==> src/rtl/cipher_pkg.sv <==
// rtl/cipher_pkg.sv - shared types and constants for the cipher framing stage
package cipher_pkg;

    localparam int BYTE_W = 8;
    localparam logic [BYTE_W-1:0] KEY_RST = 8'h00;

    typedef enum logic [2:0] {
        IDLE = 3'd0,
        LEN  = 3'd1,
        DATA = 3'd2,
        CHK  = 3'd3,
        DONE = 3'd4
    } state_t;

endpackage

==> src/rtl/cipher_frame_sequencer.sv <==
// rtl/cipher_frame_sequencer.sv - frames host bytes into key-load/data strobes for the stream cipher
// Optional checksum trailer: FRAME_CHECKSUM_EN
module cipher_frame_sequencer
    import cipher_pkg::*;
(
    input  logic              clk,
    input  logic              rst_n,
    input  logic [BYTE_W-1:0] s_data,
    input  logic              s_valid,
    output logic              s_ready,
    input  logic              abort,
    output logic [BYTE_W-1:0] key,
    output logic              key_in,
    output logic [BYTE_W-1:0] din,
    output logic              din_valid,
    output logic              busy,
    output logic              frame_done,
    output logic              chk_err
);

    state_t            state_q;
    logic [BYTE_W-1:0] rem_q;
    logic [BYTE_W-1:0] rem_d;
    logic [BYTE_W-1:0] key_q;
    logic [BYTE_W-1:0] din_q;
    logic              key_in_q;
    logic              din_valid_q;
    logic              busy_q;
    logic              frame_done_q;
    logic              ready_en_q;
    logic              accept;

`ifdef FRAME_CHECKSUM_EN
    logic [BYTE_W-1:0] acc_q;
    logic              chk_err_q;
`endif

    // ready_en_q keeps s_ready low until the first edge after reset release
    assign s_ready = ready_en_q && (state_q != DONE) && !abort;
    assign accept  = s_valid && s_ready;
    assign rem_d   = rem_q - 8'd1;

    always_ff @(posedge clk or negedge rst_n) begin
        if (!rst_n) begin
            state_q      <= IDLE;
            rem_q        <= '0;
            key_q        <= KEY_RST;
            din_q        <= '0;
            key_in_q     <= 1'b0;
            din_valid_q  <= 1'b0;
            busy_q       <= 1'b0;
            frame_done_q <= 1'b0;
            ready_en_q   <= 1'b0;
`ifdef FRAME_CHECKSUM_EN
            acc_q        <= '0;
            chk_err_q    <= 1'b0;
`endif
        end else begin
            ready_en_q   <= 1'b1;
            key_in_q     <= 1'b0;
            din_valid_q  <= 1'b0;
            frame_done_q <= 1'b0;
`ifdef FRAME_CHECKSUM_EN
            chk_err_q    <= 1'b0;
`endif
            if (abort) begin
                state_q <= IDLE;
                rem_q   <= '0;
                busy_q  <= 1'b0;
            end else begin
                case (state_q)
                    IDLE: begin
`ifdef FRAME_CHECKSUM_EN
                        acc_q <= '0;
`endif
                        if (accept) begin
                            key_q    <= s_data;
                            key_in_q <= 1'b1;
                            busy_q   <= 1'b1;
                            state_q  <= LEN;
                        end
                    end
                    LEN: begin
                        if (accept) begin
                            rem_q <= s_data;
                            if (s_data == '0) begin
`ifdef FRAME_CHECKSUM_EN
                                state_q <= CHK;
`else
                                state_q      <= DONE;
                                frame_done_q <= 1'b1;
`endif
                            end else begin
                                state_q <= DATA;
                            end
                        end
                    end
                    DATA: begin
                        if (accept) begin
                            din_q       <= s_data;
                            din_valid_q <= 1'b1;
                            rem_q       <= rem_d;
`ifdef FRAME_CHECKSUM_EN
                            acc_q <= acc_q ^ s_data;
`endif
                            // Leaving at rem == 1 keeps the 8-bit counter from wrapping
                            if (rem_q == 8'd1) begin
`ifdef FRAME_CHECKSUM_EN
                                state_q <= CHK;
`else
                                state_q      <= DONE;
                                frame_done_q <= 1'b1;
`endif
                            end
                        end
                    end
`ifdef FRAME_CHECKSUM_EN
                    CHK: begin
                        if (accept) begin
                            frame_done_q <= 1'b1;
                            chk_err_q    <= (s_data != acc_q);
                            state_q      <= DONE;
                        end
                    end
`endif
                    DONE: begin
                        state_q <= IDLE;
                        busy_q  <= 1'b0;
                    end
                    default: begin
                        state_q <= IDLE;
                        busy_q  <= 1'b0;
                    end
                endcase
            end
        end
    end

    assign key        = key_q;
    assign key_in     = key_in_q;
    assign din        = din_q;
    assign din_valid  = din_valid_q;
    assign busy       = busy_q;
    assign frame_done = frame_done_q;
`ifdef FRAME_CHECKSUM_EN
    assign chk_err    = chk_err_q;
`else
    assign chk_err    = 1'b0;
`endif

endmodule

==> config.mk <==
export PLATFORM = sky130hd
export DESIGN_NAME = cipher_frame_sequencer
export DESIGN_NICKNAME = d
export VERILOG_FILES = /design/src/rtl/cipher_pkg.sv /design/src/rtl/cipher_frame_sequencer.sv
export SDC_FILE = /design/constraint.sdc
export NUM_CORES = 1
export LEC_CHECK = 0
export BUFFER_PORTS_ARGS = -buffer_cell sky130_fd_sc_hd__buf_4
export CAP_MARGIN = 20
export CORE_ASPECT_RATIO = 1.2
export CORE_UTILIZATION = 52
export CTS_BUF_LIST = sky130_fd_sc_hd__clkbuf_8
export CTS_CLUSTER_SIZE = 12
export DETAILED_ROUTE_END_ITERATION = 7
export PLACE_DENSITY = 0.77
export SYNTH_ARGS = -nofsm -noshare
export SYNTH_HDL_FRONTEND = slang
export SYNTH_SLANG_ARGS = --single-unit
==> constraint.sdc <==
create_clock -name clk -period 2.9 [get_ports clk]
set_clock_uncertainty 0.1 [all_clocks]
set_input_delay 0.145 -clock clk [delete_from_list [all_inputs] [get_ports clk]]
set_output_delay 0.145 -clock clk [all_outputs]
set_load 0.005 [all_outputs]
==> Implementation_results.wiki, run 1 <==
{| class="wikitable"
! Metric !! Value
|-
| Setup repair after global routing missed its margin || no
|-
| Root Buffer Master || clkbuf_8
|-
| Launching point of the worst reg2reg path || state_q[0]
|-
| Final core occ || 69.5%
|-
| Number of setup buffers added after CTS || 0
|-
| Die span in x || 52.3 um
|-
| Clock Pin Slew Worst Setup and Hold Paths || 0.07 ns
|-
| Detail Route Antenna Nets || 0
|-
| Number of vias in the routed layout || 1296
|-
| Final weighted congestion in routability-driven placement || 0.798
|-
| First-pass detailed-route iteration total || 4
|-
| Number of vias per cell after detailed routing || 5.56
|-
| Path type of the worst setup path || primary input to flip-flop
|-
| Post-synth EDFFs || 0
|-
| Post-Synthesis Cells || 161
|-
| Largest net degree at the start of global routing || 33
|-
| Buf/Inv on CP || 3
|-
| Detailed router's first-iteration violation count || 52
|-
| Mapped Nets || 175
|-
| Overall routed net length || 3620 um
|-
| Commonest cells after routing, fill and taps aside || 33 x nand2_1, 32 x dfrtp_1, 32 x buf_4, 11 x a21oi_1, 10 x inv_1
|-
| Worst setup EP type || flip-flop
|-
| Final instance count without filler cells || 233
|-
| Maximum resistive drop on vdd || 0.000621 V
|-
| Worst slew margin || 57.8%
|-
| Global-route layer with the greatest usage || met2
|-
| Proportion of synthesized area in mux cells || 6.33%
|-
| DRC violations left || 0
|-
| Critical path launch point type || primary input
|-
| Clock latency on the worst-skew pair || 0.29 ns
|-
| Worst-case clock buffer depth || 2
|-
| Synthesized-area fraction occupied by ao, oa, aoi and oai cells || 10.9%
|-
| Count of port buffers added during placement || 32
|-
| Post-detail-place hpwl || 2530 um
|-
| Power Dens Cells || 683 nW/um2
|-
| Die Footprint || 3260 um2
|-
| Most common flop cell mapped by yosys || dfrtp_1
|-
| Share of flip-flops with an asynchronous set or reset after synthesis || 100%
|-
| Total number of placement rows || 21
|-
| Synthesized flop and latch total || 32
|-
| Ratio of cells with drive above 1 in the final layout || 26.6%
|-
| Min-Delay Path Class || primary input to flip-flop
|-
| CP max stage delay || 0.54 ns
|-
| Worst-Margin Slew || 0.630 ns
|-
| Met1 track demand over resource || 31.3%
|-
| Dominant delay contributor by cell family on the critical path || buffers and inverters
|-
| Most area-consuming cells after synthesis || dfrtp_1 51%, nand2_1 7.8%, mux2_2 5.7%
|-
| Total number of yosys warnings || 0
|-
| Met2 track demand over resource in global routing || 42.7%
|-
| Leakage dissipation || 1.00 nW
|-
| Total grt overflow || 0
|-
| Number of CTS-inserted buffers || 5
|-
| Post-synth cell types || 41
|-
| Fin crit share || 69.0%
|-
| Crit. Startpoint || abort
|-
| Number of global-route vias before repair || 1310
|-
| Average wire length per cell after detail routing || 15.5 um
|-
| Dpl cells || 220
|-
| Area growth, synth to finish || 24.9%
|-
| Max-cap viol count || 0
|-
| Antenna violations before repair || 0
|-
| Outcome || complete, no violations
|-
| Data required time at the worst endpoint || 3.00 ns
|-
| Post-synthesis share of cell area spent on full adders, half adders and majority gates || 1.58%
|-
| Clock net sink count || 32
|-
| Minimum clock period || 2.00 ns
|-
| Clock tree from TritonCTS || built
|-
| Startpoint of the worst hold path || s_data[2]
|-
| Setup tns final || 0 ns
|-
| Count of final hold-check violations || 0
|-
| Wire length of the first global-routing pass || 6110 um
|-
| Synthesized area per cell || 9.82 um2
|-
| Simple-gate portion of the synthesized area || 23.8%
|-
| I/O Pins || 34
|-
| Initial core utilization || 55.7%
|-
| Met3 track utilization from global routing || 7.06%
|-
| Share of synthesized area occupied by flip-flops and latches || 50.7%
|-
| Combinational family with the most area after synthesis || simple AND/OR/NAND/NOR gates
|-
| Core Box Area || 2840 um2
|-
| All-Layer GR Usage || 25.8%
|-
| FF-to-FF setup slack || 0.96 ns
|-
| Maximum level of the CTS H-tree || 2
|-
| Final #Nets || 212
|-
| Final setup violation count || 0
|-
| Commonest non-fill, non-tap cell in the layout || nand2_1
|-
| Area fraction of the dominant cell type after synthesis || 50.7%
|-
| Critical path peak fanout || 12
|-
| Cell-by-cell listing of the critical path || dlygate4sd3_1 -> buf_4 -> nor2_1 -> nand3_1 -> inv_1 -> a21oi_1 -> o22ai_1
|-
| Final-layout fill cell count || 223
|-
| Die height || 62.4 um
|-
| Synth Area in XOR/XNOR || 1.11%
|-
| Max Clk Rate || 500 MHz
|-
| Post-Place Cell Area || 1820 um2
|-
| Ant diodes || 0
|-
| Critical path's slowest cell || dlygate4sd3_1
|-
| Yosys top cell by area || dfrtp_1
|-
| Slew Viols, Final || 0
|-
| Final Cell Area || 1970 um2
|-
| Min Hold Slack || 0.000318 ns
|-
| Arr. time, crit path || 2.10 ns
|-
| Area of the mapped netlist || 1580 um2
|}
## report_power, final
part	internal, mW	switching [mW]	total, mW
sequential	0.538	0.0563	0.594
combinational	0.193	0.149	0.342
clock	0.251	0.160	0.411
## layout make-up
type | count | area [um2] | share of cell area [%]
sequential | 32 | 801 | 40.6
multi-input combinational | 113 | 698 | 35.4
timing repair buffer | 37 | 290 | 14.7
clock buffer | 5 | 68.8 | 3.49
tap | 34 | 42.5 | 2.16
clock inverter | 3 | 38.8 | 1.97
inverter | 9 | 33.8 | 1.71
## sequential cells by signal, summed over array words and instances (netlist names)
| register | cells |
|---|---|
| key_in | 1 |
| ready_en_q | 1 |
| key | 8 |
| rem_q | 8 |
| din_valid | 1 |
| frame_done | 1 |
| state_q | 3 |
| busy | 1 |
| din | 8 |
## layer usage
| metal | wire length, um | part of all wire, % | up-vias |
|---|---|---|---|
| li1 | - | - | 617 |
| met1 | 1440 | 40 | 627 |
| met2 | 1920 | 53 | 44 |
| met3 | 176 | 4.9 | 8 |
| met4 | 80 | 2.2 | 0 |
| met5 | 0 | 0 | - |
## through the flow
stage	power, mW	worst slack, ns
detailed placement	0.941	0.985
floorplan	0.752	1.32
global route	1.42	0.653
global placement	0.926	1.08
finish	1.35	0.899
CTS	1.36	0.899
## final timing paths
kind | depth (start not counted) | endpoint
min in group asynchronous | 2 | frame_done
worst min-delay path | 3 | din[2]
max in group asynchronous | 2 | rem_q[1]
worst min register to register | 2 | din[4]
worst max register to register | 5 | rem_q[7]
worst max-delay path | 7 | rem_q[7]
## what timing repair did
action                                 CTS  global route
hold buffers                             5             0
setup endpoints to repair                0             0
endpoints found under the hold margin   37             0
gates resized for setup                  0             0
## worst register-to-register path, stage by stage (launching register included)
cell     delay, ns
dfrtp_1       0.50
nor2b_1       0.21
nand3_1       0.34
inv_1         0.41
a21oi_1       0.12
o22ai_1       0.18
## synth_stat cells (all sizes together), types with 3 or more instances
cell type,n
and3,3
nor3,5
nor2,7
o22ai,3
nand2,33
mux2,8
buf,5
a21oi,11
nand2b,3
nand3,4
and2,3
dfrtp,32
nor2b,4
o21bai,3
inv,9
## cell families (layout without fill, tap and decap cells)
logic type / count (synthesis) / in the layout
AOI/OAI and AO/OA: 27 / 27
xor gates and xnor gates: 2 / 2
adders and majority gates: 2 / 2
buffers and inverters: 16 / 54
DFF: 32 / 32
muxes: 9 / 9
other: 2 / 2
and+or+nand+nor: 71 / 71
No activity file was read; power rests on OpenSTA's default activity.
==> run 2, diff against run 1 <==
Clock period 2.9 ns to 1.9 ns, I/O delays scaled along.
==> run 2 against run 1 <==
  * Setup slack got worse by 0.83 ns
  * Hold slack improved by 0.050 ns
  * Critical path depth decreased by 1
  * First-iteration DRC count decreased by 48%
==> Implementation_results.wiki, run 2 (synthesis results as in run 1) <==
{| class="wikitable"
! Metric !! Value
|-
| Final Total Pwr || 2.09 mW
|-
| Post-detail-place hpwl || 2630 um
|-
| Slew Viols, Final || 0
|-
| Commonest non-fill, non-tap cell in the layout || buf_4
|-
| Critical path peak fanout || 4
|-
| Maximum level of the CTS H-tree || 2
|-
| Minimum clock period || 1.84 ns
|-
| DRC violations left || 0
|-
| Fin crit share || 96.6%
|-
| Worst setup EP type || flip-flop
|-
| Commonest cells after routing, fill and taps aside || 37 x buf_4, 33 x nand2_1, 32 x dfrtp_1, 11 x a21oi_1
|-
| Setup repair after global routing missed its margin || no
|-
| Detailed router's first-iteration violation count || 27
|-
| Count of final hold-check violations || 0
|-
| Core Box Area || 2840 um2
|-
| Max-cap viol count || 0
|-
| Ratio of cells with drive above 1 in the final layout || 27.8%
|-
| Final setup violation count || 0
|-
| Data required time at the worst endpoint || 1.96 ns
|-
| Number of global-route vias before repair || 1427
|-
| Overall routed net length || 3980 um
|-
| Root Buffer Master || clkbuf_8
|-
| Clock tree from TritonCTS || built
|-
| Largest net degree at the start of global routing || 33
|-
| Path type of the worst setup path || primary input to flip-flop
|-
| Die span in x || 52.3 um
|-
| Maximum resistive drop on vdd || 0.000772 V
|-
| Worst slew margin || 62.8%
|-
| Die height || 62.4 um
|-
| Final-layout fill cell count || 204
|-
| Clock net sink count || 32
|-
| Wire length of the first global-routing pass || 6710 um
|-
| Power Dens Cells || 1010 nW/um2
|-
| Final #Nets || 222
|-
| Total grt overflow || 0
|-
| Number of vias in the routed layout || 1345
|-
| Arr. time, crit path || 1.89 ns
|-
| Number of vias per cell after detailed routing || 5.53
|-
| Outcome || complete, no violations
|-
| Count of port buffers added during placement || 32
|-
| Ant diodes || 0
|-
| Average wire length per cell after detail routing || 16.4 um
|-
| Clock latency on the worst-skew pair || 0.28 ns
|-
| First-pass detailed-route iteration total || 4
|-
| Die Footprint || 3260 um2
|-
| Setup tns final || 0 ns
|-
| Critical path launch point type || primary input
|-
| Min-Delay Path Class || primary input to flip-flop
|-
| Max Clk Rate || 545 MHz
|-
| Worst-case clock buffer depth || 2
|-
| All-Layer GR Usage || 28.6%
|-
| Clock Pin Slew Worst Setup and Hold Paths || 0.06 ns
|-
| Final weighted congestion in routability-driven placement || 0.842
|-
| Number of CTS-inserted buffers || 5
|-
| Total number of placement rows || 21
|-
| Leakage dissipation || 1.05 nW
|-
| I/O Pins || 34
|-
| Detail Route Antenna Nets || 0
|-
| Antenna violations before repair || 0
|-
| Worst-Margin Slew || 0.554 ns
|-
| Initial core utilization || 55.7%
|-
| CTS-repair resized insts || 0
|-
| Area growth, synth to finish || 30.4%
|}
==> run 2: cell types whose count changed in the layout (fill, tap and decap cells not counted) <==
cell,previous run,this run
dlygate4sd3_1,5,10
buf_4,32,37
==> run 2: metal layers <==
| layer | vias up | track usage (%) | part of all wire (%) |
|---|---|---|---|
| met4 | 0 | 15.5 | 2.4 |
| li1 | 638 | - | - |
| met5 | - | 0 | 0 |
| met1 | 658 | 35.0 | 40 |
| met2 | 40 | 45.7 | 53 |
| met3 | 9 | 6.33 | 3.7 |
==> run 2: path summary, 6_finish.rpt <==
path                                  from          to  slack (ns)  cells after the start
worst max-delay path             s_data[2]  state_q[1]        0.06                      6
worst min-delay path               s_valid  state_q[2]        0.05                      3
worst max register to register  state_q[1]    rem_q[2]        0.12                      4
worst min register to register      din[4]      din[4]        0.38                      2
max in group asynchronous            rst_n    rem_q[4]        1.22                      2
min in group asynchronous            rst_n        busy        0.19                      2
==> run 2: critical path: stages <==
cell,delay (ns)
dlygate4sd3_1,0.55
buf_4,0.16
or4_4,0.54
nor2_4,0.13
nor2_1,0.05
or3_1,0.36
==> run 2: stage by stage <==
step	hold slack [ns]	utilization [%]	instances	setup WS, ns	instance area, um2
finish	0.0502	72.6	243	0.0650	2060
detailed placement	-0.0434	65.3	225	0.204	1850
global route	0.0596	72.6	243	0.00221	2060
CTS	0.0431	72.6	243	0.0844	2060
floorplan	-0.301	-	161	0.323	1580
global placement	-0.0489	65.3	225	0.254	1850
==> run 2: cell type report <==
cell class                      count  area [um2]  share of cell area [%]
Sequential cell                    32         801                    38.9
Multi-Input combinational cell    113         698                    33.9
Tap cell                           34        42.5                    2.06
Timing Repair Buffer               47         378                    18.3
Clock buffer                        5        68.8                    3.34
Clock inverter                      3        38.8                    1.88
Inverter                            9        33.8                    1.64
==> run 2: power breakdown <==
part | switching (mW) | total (mW) | internal (mW)
clock | 0.243 | 0.626 | 0.383
sequential | 0.0862 | 0.908 | 0.821
combinational | 0.242 | 0.552 | 0.310
total | 0.571 | 2.09 | 1.51
==> run 2: timing repair <==
item | 4_1_cts | 5_1_grt
hold buffers | 10 | 0
setup buffers | 0 | 0
endpoints found under the hold margin | 50 | 0
